--- config.mk ---
export PLATFORM = sky130hd
export DESIGN_NAME = sh7604_sysctl_flat
export DESIGN_NICKNAME = d
export VERILOG_FILES = /design/src/rtl/sh7604_sysctl_pkg.sv /design/src/rtl/sh7604_sysctl_if.sv /design/src/rtl/sh7604_sysctl_prescaler.sv /design/src/rtl/sh7604_sysctl.sv /design/src/flat_wrapper.sv
export SDC_FILE = /design/constraint.sdc
export NUM_CORES = 1
export LEC_CHECK = 0
export BUFFER_PORTS_ARGS = -buffer_cell sky130_fd_sc_hd__buf_2
export CORE_MARGIN = 4
export CORE_UTILIZATION = 41
export DETAILED_ROUTE_END_ITERATION = 10
export PLACE_DENSITY = 0.81
export SLEW_MARGIN = 30
export SYNTH_ARGS = -nofsm -noshare
export SYNTH_HDL_FRONTEND = slang
export SYNTH_SLANG_ARGS = --single-unit
--- constraint.sdc ---
create_clock -name clk -period 3.1 [get_ports clk]
set_clock_uncertainty 0.05 [all_clocks]
set_input_delay 0.62 -clock clk [delete_from_list [all_inputs] [get_ports clk]]
set_output_delay 0.62 -clock clk [all_outputs]
set_load 0.02 [all_outputs]
--- src/rtl/sh7604_sysctl_pkg.sv ---
// sh7604_sysctl_pkg -- shared types and constants for the SH7604 system controller.
// Optional feature macro: SH7604_MSTP_EN (module-stop bits of SBYCR become writable,
// readable and drive the mstp output). Without it those bits read 0 and mstp is tied 0.
package sh7604_sysctl_pkg;

    localparam logic [31:0] SBYCR_ADDR = 32'hFFFF_FE91;

    typedef struct packed {
        logic       sby;   // bit7: SLEEP enters software standby
        logic       hiz;   // bit6: pins high-Z in standby
        logic       rsv;   // bit5: reserved, always 0
        logic [4:0] mstp;  // bits4:0: module-stop
    } sbycr_t;

    localparam sbycr_t SBYCR_INIT = '0;

`ifdef SH7604_MSTP_EN
    localparam logic [7:0] SBYCR_WMASK = 8'hDF;
    localparam logic [7:0] SBYCR_RMASK = 8'hDF;
`else
    localparam logic [7:0] SBYCR_WMASK = 8'hC0;
    localparam logic [7:0] SBYCR_RMASK = 8'hC0;
`endif

    typedef enum logic [1:0] {
        ST_RESET,
        ST_RUN,
        ST_STANDBY,
        ST_WAKE
    } sysctl_state_t;

    typedef enum logic {
        RST_POWER_ON,
        RST_MANUAL
    } rst_type_t;

endpackage

--- src/rtl/sh7604_sysctl_if.sv ---
// sh7604_sysctl_if -- internal peripheral bus port of the system controller.
interface sh7604_sysctl_if;
    logic [31:0] ibus_a;
    logic [31:0] ibus_di;
    logic [3:0]  ibus_ba;
    logic        ibus_we;
    logic        ibus_req;
    logic [31:0] ibus_do;
    logic        ibus_busy;
    logic        ibus_act;

    modport master (
        output ibus_a, ibus_di, ibus_ba, ibus_we, ibus_req,
        input  ibus_do, ibus_busy, ibus_act
    );

    modport slave (
        input  ibus_a, ibus_di, ibus_ba, ibus_we, ibus_req,
        output ibus_do, ibus_busy, ibus_act
    );
endinterface

--- src/rtl/sh7604_sysctl_prescaler.sv ---
// sh7604_sysctl_prescaler -- 13-bit shared prescaler and divided clock-enable decode.
// Counts one per tick, can be cleared on a tick and is frozen (outputs forced 0) by halt.
module sh7604_sysctl_prescaler (
    input  logic       clk,
    input  logic       rst_n,
    input  logic       tick,
    input  logic       clear,
    input  logic       halt,
    output logic [7:0] ce      // {8192,4096,1024,512,256,128,64,2}
);
    logic [12:0] psc;

    // Prescale counter: clear wins over count, halt freezes it.
    always_ff @(posedge clk or negedge rst_n) begin
        // NOTE: sequential state uses non-blocking assignments so every flop samples
        // pre-edge values regardless of process ordering.
        if (!rst_n) begin
            psc <= '0;
        end else if (tick) begin
            if (clear) begin
                psc <= '0;
            end else if (!halt) begin
                psc <= psc + 13'd1;
            end
        end
    end

    // Enable for divide-by-2^k fires when the low k counter bits are all ones.
    always_comb begin
        // NOTE: every combinational output gets a default first so no path infers a latch.
        ce = '0;
        if (!halt) begin
            ce[0] = psc[0];
            ce[1] = &psc[5:0];
            ce[2] = &psc[6:0];
            ce[3] = &psc[7:0];
            ce[4] = &psc[8:0];
            ce[5] = &psc[9:0];
            ce[6] = &psc[11:0];
            ce[7] = &psc[12:0];
        end
    end
endmodule

--- src/rtl/sh7604_sysctl.sv ---
// sh7604_sysctl -- SH7604 standby/reset sequencer, shared prescaler and SBYCR owner.
// Optional feature macro: SH7604_MSTP_EN (drives SBYCR module-stop bits onto mstp).
module sh7604_sysctl
    import sh7604_sysctl_pkg::*;
#(
    parameter int unsigned RST_HOLD = 16
) (
    input  logic            clk,
    input  logic            rst_n,
    input  logic            ce_r,
    input  logic            ce_f,
    input  logic            en,
    input  logic            res_n,
    input  logic            nmi_n,
    input  logic            sleep_req,
    input  logic            wdt_pres,
    input  logic            wdt_mres,
    input  logic            wdt_ovf,
    sh7604_sysctl_if.slave  bus,
    output logic            clk2_ce,
    output logic            clk64_ce,
    output logic            clk128_ce,
    output logic            clk256_ce,
    output logic            clk512_ce,
    output logic            clk1024_ce,
    output logic            clk4096_ce,
    output logic            clk8192_ce,
    output logic            sby,
    output logic            pres,
    output logic            mres,
    output logic            stby_exit,
    output logic            hiz,
    output logic [4:0]      mstp
);
    localparam int unsigned HOLD_W = $clog2(RST_HOLD + 1);
    localparam logic [HOLD_W-1:0] HOLD_INIT = HOLD_W'(RST_HOLD);

    sysctl_state_t     state, state_nx;
    rst_type_t         rst_type, rst_type_nx;
    logic [HOLD_W-1:0] hold, hold_nx;
    logic              nmi_prev;
    sbycr_t            sbycr;
    logic [31:0]       rd_data;
    logic [7:0]        ce_vec;

    logic tick, por_cause, reg_sel, reg_wr, psc_clear, psc_halt;

    assign tick      = en && ce_r;
    assign por_cause = !res_n || wdt_pres;
    assign reg_sel   = (bus.ibus_a == SBYCR_ADDR);
    assign reg_wr    = reg_sel && bus.ibus_we && bus.ibus_req;

    // Sequencer state register; nmi_prev holds the previous tick's NMI sample.
    always_ff @(posedge clk or negedge rst_n) begin
        if (!rst_n) begin
            state    <= ST_RESET;
            rst_type <= RST_POWER_ON;
            hold     <= HOLD_INIT;
            nmi_prev <= 1'b1;
        end else if (tick) begin
            state    <= state_nx;
            rst_type <= rst_type_nx;
            hold     <= hold_nx;
            nmi_prev <= nmi_n;
        end
    end

    // Next state: reset causes override everything, power-on beats manual.
    always_comb begin
        state_nx    = state;
        rst_type_nx = rst_type;
        hold_nx     = hold;
        if (por_cause) begin
            state_nx    = ST_RESET;
            rst_type_nx = RST_POWER_ON;
            hold_nx     = HOLD_INIT;
        end else if (wdt_mres) begin
            state_nx = ST_RESET;
            if (!(state == ST_RESET && rst_type == RST_POWER_ON)) begin
                rst_type_nx = RST_MANUAL;
            end
            hold_nx = HOLD_INIT;
        end else begin
            unique case (state)
                ST_RESET: begin
                    if (hold == HOLD_W'(1)) state_nx = ST_RUN;
                    else                    hold_nx  = hold - HOLD_W'(1);
                end
                ST_RUN:     if (sleep_req && sbycr.sby) state_nx = ST_STANDBY;
                ST_STANDBY: if (nmi_prev && !nmi_n)     state_nx = ST_WAKE;
                ST_WAKE:    if (wdt_ovf)                state_nx = ST_RUN;
            endcase
        end
    end

    // Outputs decoded from the registered state, plus the exit pulse on the WAKE->RUN tick.
    always_comb begin
        sby       = (state == ST_STANDBY);
        pres      = (state == ST_RESET) && (rst_type == RST_POWER_ON);
        mres      = (state == ST_RESET) && (rst_type == RST_MANUAL);
        stby_exit = tick && (state == ST_WAKE) && (state_nx == ST_RUN);
        psc_halt  = (state == ST_STANDBY);
        psc_clear = (state == ST_RUN) && (state_nx == ST_STANDBY);
    end

    // SBYCR: cleared by power-on causes, kept through manual reset, written on ticks.
    always_ff @(posedge clk or negedge rst_n) begin
        if (!rst_n) begin
            sbycr <= SBYCR_INIT;
        end else if (tick) begin
            if (por_cause)   sbycr <= SBYCR_INIT;
            else if (reg_wr) sbycr <= sbycr_t'(bus.ibus_di[7:0] & SBYCR_WMASK);
        end
    end

    // Read data is captured on the falling phase and mirrored into all byte lanes.
    always_ff @(posedge clk or negedge rst_n) begin
        if (!rst_n) begin
            rd_data <= '0;
        end else if (ce_f) begin
            rd_data <= {4{sbycr & SBYCR_RMASK}};
        end
    end

    assign bus.ibus_do   = reg_sel ? rd_data : '0;
    assign bus.ibus_busy = 1'b0;
    assign bus.ibus_act  = reg_sel;

    // Byte lanes are irrelevant: the register is byte-wide and mirrored on reads.
    logic unused_bus;
    assign unused_bus = ^{bus.ibus_ba, bus.ibus_di[31:8]};

    assign hiz = sbycr.hiz;
`ifdef SH7604_MSTP_EN
    assign mstp = sbycr.mstp;
`else
    assign mstp = '0;
`endif

    sh7604_sysctl_prescaler u_prescaler (
        .clk   (clk),
        .rst_n (rst_n),
        .tick  (tick),
        .clear (psc_clear),
        .halt  (psc_halt),
        .ce    (ce_vec)
    );

    assign {clk8192_ce, clk4096_ce, clk1024_ce, clk512_ce,
            clk256_ce, clk128_ce, clk64_ce, clk2_ce} = ce_vec;
endmodule

--- src/flat_wrapper.sv ---
// flat-port wrapper written by rule: the top's interface ports become plain ports
module sh7604_sysctl_flat import sh7604_sysctl_pkg::*;
#(
    parameter int unsigned RST_HOLD = 16
)
  (clk, rst_n, ce_r, ce_f, en, res_n, nmi_n, sleep_req, wdt_pres, wdt_mres, wdt_ovf, clk2_ce, clk64_ce, clk128_ce, clk256_ce, clk512_ce, clk1024_ce, clk4096_ce, clk8192_ce, sby, pres, mres, stby_exit, hiz, mstp, bus_ibus_a, bus_ibus_di, bus_ibus_ba, bus_ibus_we, bus_ibus_req, bus_ibus_do, bus_ibus_busy, bus_ibus_act);
  sh7604_sysctl_if bus_i ();
  input  logic clk;
  input  logic rst_n;
  input  logic ce_r;
  input  logic ce_f;
  input  logic en;
  input  logic res_n;
  input  logic nmi_n;
  input  logic sleep_req;
  input  logic wdt_pres;
  input  logic wdt_mres;
  input  logic wdt_ovf;
  output logic clk2_ce;
  output logic clk64_ce;
  output logic clk128_ce;
  output logic clk256_ce;
  output logic clk512_ce;
  output logic clk1024_ce;
  output logic clk4096_ce;
  output logic clk8192_ce;
  output logic sby;
  output logic pres;
  output logic mres;
  output logic stby_exit;
  output logic hiz;
  output logic [4:0] mstp;
  input wire logic [$bits(bus_i.ibus_a)-1:0] bus_ibus_a;
  input wire logic [$bits(bus_i.ibus_di)-1:0] bus_ibus_di;
  input wire logic [$bits(bus_i.ibus_ba)-1:0] bus_ibus_ba;
  input wire logic [$bits(bus_i.ibus_we)-1:0] bus_ibus_we;
  input wire logic [$bits(bus_i.ibus_req)-1:0] bus_ibus_req;
  output wire logic [$bits(bus_i.ibus_do)-1:0] bus_ibus_do;
  output wire logic [$bits(bus_i.ibus_busy)-1:0] bus_ibus_busy;
  output wire logic [$bits(bus_i.ibus_act)-1:0] bus_ibus_act;
  assign bus_i.ibus_a = bus_ibus_a;
  assign bus_i.ibus_di = bus_ibus_di;
  assign bus_i.ibus_ba = bus_ibus_ba;
  assign bus_i.ibus_we = bus_ibus_we;
  assign bus_i.ibus_req = bus_ibus_req;
  assign bus_ibus_do = bus_i.ibus_do;
  assign bus_ibus_busy = bus_i.ibus_busy;
  assign bus_ibus_act = bus_i.ibus_act;
  sh7604_sysctl #(.RST_HOLD(RST_HOLD)) u_core (.clk(clk), .rst_n(rst_n), .ce_r(ce_r), .ce_f(ce_f), .en(en), .res_n(res_n), .nmi_n(nmi_n), .sleep_req(sleep_req), .wdt_pres(wdt_pres), .wdt_mres(wdt_mres), .wdt_ovf(wdt_ovf), .bus(bus_i), .clk2_ce(clk2_ce), .clk64_ce(clk64_ce), .clk128_ce(clk128_ce), .clk256_ce(clk256_ce), .clk512_ce(clk512_ce), .clk1024_ce(clk1024_ce), .clk4096_ce(clk4096_ce), .clk8192_ce(clk8192_ce), .sby(sby), .pres(pres), .mres(mres), .stby_exit(stby_exit), .hiz(hiz), .mstp(mstp));
endmodule
# Word-level counts from Yosys, hierarchy flattened
# Cells that the tools add are included.
# totals
mem_count,0
latchBits,0
romBits,0
mem_bits_rw,0
regBits,32
# op_classes
bitwise,1
n_mul,0
order_cmp,0
n_div,0
reduce_logical,28
n_shift,0
n_mux,20
add_sub_neg,2
n_eq_ne,10
# ops
operator,n
$eq 32x32->1 const B,1
$mux 32,1
$mux 13,2
$mux 8,3
$mux 5,4
$add 13x1->13 const B,1
$reduce_and 13->1,1
$mux 2,6
$reduce_and 12->1,1
$logic_and 1x1->1,10
$reduce_and 10->1,1
$reduce_and 9->1,1
$pmux 2 s4,1
$reduce_and 8->1,1
$reduce_and 7->1,1
$eq 2x2->1 const B,3
$reduce_and 3->1,2
$reduce_and 6->1,1
$eq 5x1->1 const B,1
$sub 5x1->5 const B,1
$eq 2x1->1 const B,2
$ne 2x1->1 const B,2
$reduce_and 2->1,2
$reduce_bool 2->1,2
7 further kinds,10

# Longest topological paths before layout
# Gate-level depths: netlist (run 1).
# logic_depth
word_depth,10
ltp_mapped,7

# Modules after synthesis
# A second synthesis (run 1) with hierarchy kept.
# hier_totals
hier_cells,217
hier_area_um2,1890.6
# modules_own_cells
mod,cells_each,area_each_um2,n_inst
sh7604_sysctl,130,1107.3,1
sh7604_sysctl_prescaler,87,783.3,1

# Worst setup path after synthesis (run 1)
# No wires, ideal clock.
# synth_path
kind,input port to output port
from,in bus_ibus_a[2]
to,out bus_ibus_do[14]
stages,5
path_slack_ps,169
t_required_ps,2430
t_arrival_ps,2261
path_cell_list,or4b_2 > nor4_1 > nand2_1 > nor2_1 > buf_4
# synth_between
elab_chain_cells,2
# synth_rtl
item,line_no,rtl
"start, declared",flat_wrapper.sv:33,input wire logic [$bits(bus_i.ibus_a)-1:0] bus_ibus_a;
$eq 32x32->1,sh7604_sysctl.sv:50,assign reg_sel = (bus.ibus_a == SBYCR_ADDR);
$mux 32,sh7604_sysctl.sv:125,assign bus.ibus_do = reg_sel ? rd_data : '0;
"end, declared",flat_wrapper.sv:38,output wire logic [$bits(bus_i.ibus_do)-1:0] bus_ibus_do;
# Every way passes these cells.

# Worst setup path after layout (run 1)
# layout_path
from,in bus_ibus_a[2]
to,out bus_ibus_do[7]
# Same word-level chain as after synthesis.

==> results of run 1 <==
final timing paths:
kind,from,to,slack [ns]
worst max-delay path,bus_ibus_a[2],bus_ibus_do[7],0.22
worst min-delay path,rst_n,u_core.u_prescaler.psc[9]$_DFFE_PN0P_,0.29
worst max register to register,u_core.state[0]$_DFFE_PN0P_,u_core.u_prescaler.psc[9]$_DFFE_PN0P_,1.07
worst min register to register,u_core.nmi_prev$_DFFE_PN1P_,u_core.nmi_prev$_DFFE_PN1P_,0.42
max in group asynchronous,rst_n,u_core.rst_type$_DFFE_PN0P_,2.33
min in group clk,u_core.nmi_prev$_DFFE_PN1P_,u_core.nmi_prev$_DFFE_PN1P_,0.42
per-layer routing:
layer	GRT usage [%]	routed length (um)	part of all wire (%)
met2	25.53	2192	53
met1	17.16	1649	40
met3	1.602	256	6.2
met5	0	0	0
met4	4.660	60	1.4
power groups by stage:
| stage | registers (uW) | logic, uW | clock network (uW) |
|---|---|---|---|
| 3_3_place_gp | 452 | 199 | 0 |
| 2_1_floorplan | 443 | 176 | 0 |
| 3_5_place_dp | 455 | 204 | 0 |
| 5_1_grt | 456 | 240 | 302 |
| 6_report | 449 | 208 | 275 |
| 4_1_cts | 448 | 208 | 283 |
cells by family after synthesis:
family	Yosys count	synth area share, %
and+or+nand+nor	89	27.11
buffers and inverters	55	19.00
AOI/OAI and AO/OA	38	12.24
DFF	26	35.29
xor gates and xnor gates	5	2.366
adders and majority gates	4	2.705
muxes	2	1.082
other	1	0.2026
area by class of cell:
cell class | count | area, sq um | area share [%]
Clock buffer | 3 | 41.29 | 1.925
Clock inverter | 1 | 30.03 | 1.400
Inverter | 10 | 37.54 | 1.750
Multi-Input combinational cell | 168 | 954.7 | 44.52
Sequential cell | 26 | 653.1 | 30.46
Tap cell | 52 | 65.06 | 3.034
Timing Repair Buffer | 71 | 362.8 | 16.92
worst reg2reg max path: cells and delay by family (launching register included):
kind | cells | cell delay [ns]
AND/OR/NAND/NOR | 3 | 1.13
flip-flops | 1 | 0.51
AO/OA/AOI/OAI | 1 | 0.15
buffers and inverters | 1 | 0.11
registers in the layout (all words and copies together), names as in the netlist:
| name | cells |
|---|---|
| u_core.u_prescaler.psc | 13 |
| u_core.hold | 5 |
| u_core.rd_data | 2 |
| u_core.state | 2 |
| u_core.hiz | 1 |
| u_core.nmi_prev | 1 |
| u_core.rst_type | 1 |
| u_core.sbycr | 1 |
cell usage in the layout, fill, tap and decap left out, types with 3 or more instances in the layout:
cell	instances
buf_2	68
conb_1	30
dfrtp_1	24
nand2_1	18
o21ai_0	15
nor2_1	14
a21oi_1	12
inv_1	9
nand3_1	8
nor3_1	8
or3_1	8
nand4_1	5
nor4_1	5
and2_1	5
xnor2_1	4
o31ai_1	4
ha_1	4
or4_1	3
clkbuf_8	3
buf_4	3
stage by stage:
step	setup slack [ns]	util, %
global placement	0.2277	47.61
detailed placement	0.2171	47.61
finish	0.2186	49.25
CTS	0.2161	49.25
global route	0.07423	49.25
floorplan	0.1687	-
==> out/summary.txt, run 1 <==
DRT Wirelength: 4.160 mm
Antenna Nets Post-Route: 0
die area: 5652 sq um
Tcrit/Tclk final: 92.95%
highest clock rate: 347.1 MHz
CTS Sinks: 26
Cell Area, Synth: 1851 sq um
io pins: 133
first-pass GRT wire length: 6.141 mm
Row Count: 24
total power: 932.4 uW
WP depth: 6
clk_lat worst skew: 0.27 ns
post-synthesis average cell area: 8.411 sq um
vias in the first global route: 1428
Syn-to-layout area delta: 15.89%
initial antenna violation count: 0
reg2reg path depth: 5
Max rail drop VDD: 0.2403 mV
Post-synth EDFFs: 0
Crit-path slowest cell: or4b_2
# resized after CTS: 0
CP required: 2.43 ns
Root Buffer: clkbuf_8
worst path cell trace: buf_2, or4b_2, nor4_1, nand2_1, nor2_1, buf_2
crit-path most repeated cell: buf_2
CTS max path bufs: 2
CTS hold repair buffers: 0
Crit. End Element: output pin
dpl hpwl: 3.301 mm
residual DRC count: 0
worst path bufs/invs: 2
Yosys warnings: 0
CP Max Fanout: 4
switching portion of total power: 29.87%
Die Ht: 75.18 um
crit path kind: input port to output pin
Worst path max stage delay: 0.66 ns
RSZ-0062 raised after global routing: no
routed vias: 1673
Yosys top cell area share: 32.45%
outcome: finished clean
routability cong.: 0.8318
fin crit period: 2.881 ns
Slew Limit Headroom: 61.87%
Finished Cell Area: 2145 sq um
H-tree Lvls: 1
Area contributors post-synth: dfrtp_1, buf_4, o21ai_0, nand2_1, a21oi_1
P_int: 653.8 uW
layout cells sized above 1: 29.75%
flops & latches, synth: 26
final setup fails: 0
Die Width: 75.18 um
Filler cells: 416
placed insts: 327
most frequent cells after synthesis: buf_4, dfrtp_1, nand2_1
Synth cell types: 44
Starting Density: 42.50%
Syn Inst Count: 220
combinational share of power: 22.3%
Post-synth ARST share: 100.0%
critical path startpoint category: input port
largest net degree at the start of global routing: 30
Tightest Pin Transition: 0.5719 ns
WHS: 0.2859 ns
Switch Pwr: 278.5 uW
IO Port Bufs: 68
PwrDens: 434.8 nW/um^2
final layout net count: 365
clock share of power: 29.5%
Overflow after GRT: 0
endpoints failing hold: 0
Flop pwr share: 48.2%
DR WL/cell: 12.57 um
ys flop type: dfrtp_1
CTS tree: done
Antenna diodes: 0
Seq/Total Area, Yosys: 35.29%
initial DRC count: 120
post-route insts no fill: 331
Leakage: 0.001090 uW
Num CTS Buffers: 3
setup bufs post-CTS: 0
Reg clk slew, reported paths: 0.09 ns
DP Area: 2073 sq um
CP delay by family, top: simple AND/OR/NAND/NOR gates
core area: 4354 sq um
setup TNS: 0 ns
CP arrival: 2.21 ns
Max-Cap Viols: 0
Final Max Slew Viols: 0
top cell type by total area after synthesis: dfrtp_1
drt first pass iters: 4
Hold Crit Class: input port to async pin
most frequent cell after synthesis: buf_4
Total GRT Usage: 14.04%
Vias/cell: 5.054
Power figures use the tool's default switching activity.
==> run 2: changes to the inputs <==
--- a/config.mk
+++ b/config.mk
@@ -6,10 +6,12 @@
 export NUM_CORES = 1
 export LEC_CHECK = 0
 export BUFFER_PORTS_ARGS = -buffer_cell sky130_fd_sc_hd__buf_2
+export CELL_PAD_IN_SITES_DETAIL_PLACEMENT = 1
+export CELL_PAD_IN_SITES_GLOBAL_PLACEMENT = 1
 export CORE_MARGIN = 4
-export CORE_UTILIZATION = 41
+export CORE_UTILIZATION = 28
 export DETAILED_ROUTE_END_ITERATION = 10
-export PLACE_DENSITY = 0.81
+export PLACE_DENSITY_LB_ADDON = 0.1
 export SLEW_MARGIN = 30
 export SYNTH_ARGS = -nofsm -noshare
 export SYNTH_HDL_FRONTEND = slang
==> out/summary.txt, run 2 (synthesis gave the netlist of run 1 again) <==
outcome: finished clean
core area: 6386 sq um (+47%)
endpoints failing hold: 0 (unchanged)
Flop pwr share: 51.3% (+3.1 points)
highest clock rate: 342.8 MHz (-1.2%)
CTS Sinks: 26 (unchanged)
DP Area: 2112 sq um (+1.9%)
routed vias: 1676 (+0.18%)
Crit. End Element: output pin
Max-Cap Viols: 0 (unchanged)
clk_lat worst skew: 0.27 ns (about the same)
Switch Pwr: 281.9 uW (+1.2%)
Vias/cell: 4.695 (-7.1%)
Num CTS Buffers: 3 (unchanged)
Total GRT Usage: 12.44% (-1.6 points)
placed insts: 353 (+8.0%)
Hold Crit Class: input port to async pin
Tightest Pin Transition: 0.6069 ns (+0.03501 ns)
Max rail drop VDD: 0.2036 mV (-15%)
fin crit period: 2.917 ns (+0.03579 ns)
combinational share of power: 23.6% (+1.3 points)
Sequential cell area: 653.1 sq um (unchanged)
PwrDens: 404.9 nW/um^2 (-6.9%)
Final Max Slew Viols: 0 (unchanged)
DR WL/cell: 13.56 um (+7.9%)
Die Width: 89.30 um (+19%)
most frequent cells in the layout: buf_2, conb_1, dfrtp_1
area of the multi-input gates: 954.7 sq um (unchanged)
P_int: 595.4 uW (-8.9%)
critical path startpoint category: input port
setup bufs post-CTS: 0 (unchanged)
final layout net count: 366 (+0.27%)
Root Buffer: clkbuf_8
die area: 7974 sq um (+41%)
Starting Density: 28.98% (-14 points)
H-tree Lvls: 1 (unchanged)
crit path kind: input port to output pin
first-pass GRT wire length: 7.962 mm (+30%)
Die Ht: 89.30 um (+19%)
CTS tree: done
max FFs per register: 13 (unchanged)
Antenna Nets Post-Route: 0 (unchanged)
residual DRC count: 0 (unchanged)
CP Max Fanout: 4 (unchanged)
layout cells sized above 1: 30.00% (+0.25 points)
CP required: 2.43 ns (about the same)
most common cell after layout, fill and taps aside: buf_2
Filler cells: 806 (+94%)
DRT Wirelength: 4.842 mm (+16%)
Largest Register: u_core.u_prescaler.psc
largest net degree at the start of global routing: 29 (-3.3%)
Overflow after GRT: 0 (unchanged)
post-route insts no fill: 357 (+7.9%)
CTS max path bufs: 2 (unchanged)
drt first pass iters: 4 (unchanged)
initial DRC count: 43 (-64%)
Row Count: 29 (+21%)
routability cong.: 0.7052 (-15%)
IO Port Bufs: 68 (unchanged)
largest registers: u_core.u_prescaler.psc: 13 flops, u_core.hold: 5 flops
initial antenna violation count: 0 (unchanged)
Slew Limit Headroom: 59.54% (-2.3 points)
CP arrival: 2.25 ns (+0.04 ns)
Leakage: 0.001088 uW (-0.17%)
Antenna diodes: 0 (unchanged)
Syn-to-layout area delta: 17.11%
io pins: 133 (unchanged)
Reg clk slew, reported paths: 0.09 ns (about the same)
CTS hold repair buffers: 0 (unchanged)
Finished Cell Area: 2167 sq um (+1.1%)
dpl hpwl: 3.913 mm (+19%)
Tcrit/Tclk final: 94.10% (+1.2 points)
setup TNS: 0 ns (unchanged)
# resized after CTS: 0 (unchanged)
final setup fails: 0 (unchanged)
RSZ-0062 raised after global routing: no
vias in the first global route: 1675 (+17%)
switching portion of total power: 32.13% (+2.3 points)
clock share of power: 25.1% (-4.4 points)
[run 2: changes by cell type in the layout (fill, tap and decap cells not counted)]
cell and change:
bufinv_16 -1, clkbuf_8 +1, buf_4 +1
[run 2: path summary, 6_finish.rpt]
check                                             from                                      to  slack [ns]  cells past startpoint
hold reg to reg            u_core.nmi_prev$_DFFE_PN1P_             u_core.nmi_prev$_DFFE_PN1P_        0.42                      2
setup reg to reg           u_core.state[0]$_DFFE_PN0P_  u_core.u_prescaler.psc[11]$_DFFE_PN0P_        1.03                      5
max in group asynchronous                        rst_n              u_core.hold[1]$_DFFE_PN0P_        2.31                      1
setup / recovery                         bus_ibus_a[2]                          bus_ibus_do[6]        0.18                      6
min in group clk           u_core.nmi_prev$_DFFE_PN1P_             u_core.nmi_prev$_DFFE_PN1P_        0.42                      2
hold / removal                                   rst_n  u_core.u_prescaler.psc[12]$_DFFE_PN0P_        0.30                      1
[run 2: power groups by stage]
stage / logic, uW / registers (uW) / clock network [uW]
finish: 207 / 450 / 220
global placement: 208 / 457 / 0
detailed placement: 209 / 458 / 0
floorplan: 176 / 443 / 0
global route: 243 / 462 / 242
CTS: 211 / 450 / 232
[run 2: through the flow]
step | total power (uW) | hold WS, ns | util [%] | worst slack [ns]
detailed placement | 666.2 | 0.4088 | 33.07 | 0.1534
finish | 877.4 | 0.2990 | 33.93 | 0.1828
CTS | 893.2 | 0.3265 | 33.93 | 0.1524
global placement | 664.5 | 0.3998 | 33.07 | 0.1523
floorplan | 618.3 | 0.2744 | - | 0.1687
global route | 946.8 | 0.3486 | 33.93 | 0.03728
[run 2: worst max-delay path: stages]
cell	delay, ns
buf_2	0.09
or4b_2	0.67
nor4_1	0.30
nand2_1	0.16
nor2_1	0.21
buf_2	0.21
[run 2: final cells by class]
type                    count  share of cell area, %
clock buffers               4                  2.540
well taps                  77                  4.446
repair buffers             72                  17.09
inverters                  10                  1.732
flip-flops and latches     26                  30.14
multi-input cells         168                  44.05
[run 2: routing by layer]
metal  up-vias  GRT usage [%]  wire length (um)
met3         2          2.028               379
met2        61          22.37              2401
met5         -              0                 0
met4         0          1.624                34
li1        831              -                 -
met1       782          16.04              2028
==> run 3: changes to the inputs <==
--- a/config.mk
+++ b/config.mk
@@ -5,6 +5,7 @@
 export SDC_FILE = /design/constraint.sdc
 export NUM_CORES = 1
 export LEC_CHECK = 0
+export ABC_AREA = 1
 export BUFFER_PORTS_ARGS = -buffer_cell sky130_fd_sc_hd__buf_2
 export CELL_PAD_IN_SITES_DETAIL_PLACEMENT = 1
 export CELL_PAD_IN_SITES_GLOBAL_PLACEMENT = 1
==> out/summary.txt, run 3 <==
Row Count: 30 (+3.4%)
Syn Inst Count: 291 (+32%)
die area: 8611 sq um (+8.0%)
max FFs per register: 13 (unchanged)
Final Max Slew Viols: 0 (unchanged)
largest registers: u_core.u_prescaler.psc: 13 flops, u_core.hold: 5 flops
DP Area: 2312 sq um (+9.5%)
DR WL/cell: 11.87 um (-12%)
worst path cell trace: buf_2, inv_1, nand2_1, nor2_4, nand2_1, nor2_1, nand2_1, nor2_1, buf_2
Antenna Nets Post-Route: 0 (unchanged)
PwrDens: 427.9 nW/um^2 (+5.7%)
clk_lat worst skew: 0.27 ns (about the same)
CP required: 2.43 ns (about the same)
Flop pwr share: 46.2% (-5.1 points)
CTS max path bufs: 2 (unchanged)
io pins: 133 (unchanged)
Switch Pwr: 387.4 uW (+37%)
setup TNS: 0 ns (unchanged)
Die Width: 92.80 um (+3.9%)
Crit. End Element: output pin
CTS Sinks: 26 (unchanged)
Syn-to-layout area delta: 17.59%
final layout net count: 442 (+21%)
Antenna diodes: 0 (unchanged)
Cell Area, Synth: 2013 sq um (+8.8%)
dpl hpwl: 4.420 mm (+13%)
initial antenna violation count: 0 (unchanged)
routed vias: 1906 (+14%)
Vias/cell: 4.217 (-10%)
Seq/Total Area, Yosys: 32.44% (-2.9 points)
CP arrival: 1.71 ns (-0.54 ns)
Overflow after GRT: 0 (unchanged)
drt first pass iters: 4 (unchanged)
flops & latches, synth: 26 (unchanged)
Synth cell types: 27 (-39%)
core area: 6907 sq um (+8.2%)
CP Max Fanout: 7 (+3)
P_int: 625.6 uW (+5.1%)
Hold Crit Class: input port to async pin
final setup fails: 0 (unchanged)
WHS: 0.2990 ns (-0.00006900 ns)
outcome: finished clean
Crit-path slowest cell: nor2_4
Max rail drop VDD: 0.2068 mV (+1.6%)
critical path startpoint category: input port
RSZ-0062 raised after global routing: no
Filler cells: 948 (+18%)
layout cells sized above 1: 26.69% (-3.3 points)
endpoints failing hold: 0 (unchanged)
Post-synth EDFFs: 0 (unchanged)
Finished Cell Area: 2367 sq um (+9.2%)
highest clock rate: 419.6 MHz (+22%)
largest net degree at the start of global routing: 27 (-6.9%)
Total GRT Usage: 12.71% (+0.27 points)
Tightest Pin Transition: 0.6268 ns (+0.01986 ns)
Starting Density: 29.15% (+0.17 points)
Yosys warnings: 0 (unchanged)
post-synthesis average cell area: 6.918 sq um (-18%)
fin crit period: 2.383 ns (-0.5337 ns)
H-tree Lvls: 1 (unchanged)
initial DRC count: 42 (-2.3%)
Largest Register: u_core.u_prescaler.psc
Die Ht: 92.80 um (+3.9%)
Util after Layout: 34.28% (+0.34 points)
Yosys top cell area share: 29.83% (-2.6 points)
Slew Limit Headroom: 58.21% (-1.3 points)
most frequent cells after synthesis: nand2_1, inv_1, nor2_1
first-pass GRT wire length: 8.963 mm (+13%)
Leakage: 0.001319 uW (+21%)
CTS tree: done
Post-synth ARST share: 100.0% (unchanged)
residual DRC count: 0 (unchanged)
reg2reg setup slack: 1.60 ns (+0.57 ns)
ys flop type: dfrtp_1
top cell type by total area after synthesis: dfrtp_1
worst path bufs/invs: 3 (+1)
Worst path max stage delay: 0.25 ns (-0.42 ns)
most frequent cell after synthesis: nand2_1
CP delay by family, top: simple AND/OR/NAND/NOR gates
routability cong.: 0.7310 (+3.7%)
vias in the first global route: 1874 (+12%)
combinational share of power: 31.2% (+7.6 points)
Num CTS Buffers: 3 (unchanged)
DRT Wirelength: 5.366 mm (+11%)
# resized after CTS: 0 (unchanged)
setup bufs post-CTS: 0 (unchanged)
CTS hold repair buffers: 0 (unchanged)
clock share of power: 22.5% (-2.6 points)
Tcrit/Tclk final: 76.89% (-17 points)
crit-path most repeated cell: nand2_1
Reg clk slew, reported paths: 0.09 ns (about the same)
Max-Cap Viols: 0 (unchanged)
switching portion of total power: 38.24% (+6.1 points)
most frequent cells in the layout: nand2_1, buf_2, inv_1, nor2_1, conb_1
Root Buffer: clkbuf_8
crit path kind: input port to output pin
Area contributors post-synth: dfrtp_1, buf_4, nand2_1, inv_1, nor2_1
IO Port Bufs: 68 (unchanged)
## run 3: cell types whose count changed after synthesis, sizes merged, moves of 6 or more
| cell | change |
|---|---|
| nand2 | +55 |
| nand3 | +13 |
| or3 | -8 |
| nor2 | +32 |
| a21oi | -10 |
| clkbuf | -6 |
| inv | +34 |
## run 3: layout make-up
type | instances | area [sq um] | share of cell area, %
well taps | 96 | 120.1 | 5.074
inverters | 44 | 165.2 | 6.977
flip-flops and latches | 26 | 653.1 | 27.59
repair buffers | 68 | 340.3 | 14.38
multi-input cells | 214 | 1033 | 43.66
clock buffers | 4 | 55.05 | 2.326
## run 3: path summary, 6_finish.rpt
path | startpoint | to | cells after the start
max in group asynchronous | rst_n | u_core.hold[1]$_DFFE_PN0P_ | 1
setup reg to reg | u_core.u_prescaler.psc[3]$_DFFE_PN0P_ | u_core.u_prescaler.psc[8]$_DFFE_PN0P_ | 7
hold reg to reg | u_core.nmi_prev$_DFFE_PN1P_ | u_core.nmi_prev$_DFFE_PN1P_ | 2
setup / recovery | wdt_pres | stby_exit | 9
hold / removal | rst_n | u_core.u_prescaler.psc[4]$_DFFE_PN0P_ | 1
min in group clk | u_core.nmi_prev$_DFFE_PN1P_ | u_core.nmi_prev$_DFFE_PN1P_ | 2
## run 3: power by group through the flow
stage	clock network [uW]	logic [uW]	registers, uW
finish	228	316	468
detailed placement	0	320	476
floorplan	0	261	457
global placement	0	312	475
global route	252	374	482
CTS	242	322	470
## run 3: layer usage
layer	vias to the layer above	part of all wire, %	GRT usage (%)
met5	-	0	0
met4	0	0.47	1.465
met3	2	6.8	2.518
met2	61	47	21.18
met1	877	46	17.51
li1	966	-	-
## run 3: cells by family after synthesis
group                      synth area share (%)
AOI/OAI and AO/OA                         5.407
xor gates and xnor gates                  1.741
and+or+nand+nor                           36.11
adders and majority gates                 2.486
other                                    0.1863
DFF                                       32.44
buffers and inverters                     21.63
## run 3: through the flow
| stage | total power (uW) | worst slack [ns] | cells |
|---|---|---|---|
| 2_1_floorplan | 717.4 | 0.7982 | 320 |
| 3_3_place_gp | 786.8 | 0.6724 | 448 |
| 3_5_place_dp | 796.0 | 0.6786 | 448 |
| 4_1_cts | 1035 | 0.6727 | 452 |
| 5_1_grt | 1108 | 0.5331 | 452 |
| 6_report | 1013 | 0.7165 | 452 |
## run 3: worst register-to-register path, cell delays in order (launching register included)
cell and delay, ns:
dfrtp_1 0.44, nand2_1 0.07, nor2_1 0.15, nand2_2 0.11, nor2_4 0.16, ha_1 0.25
nand3_1 0.08, o21ai_0 0.08
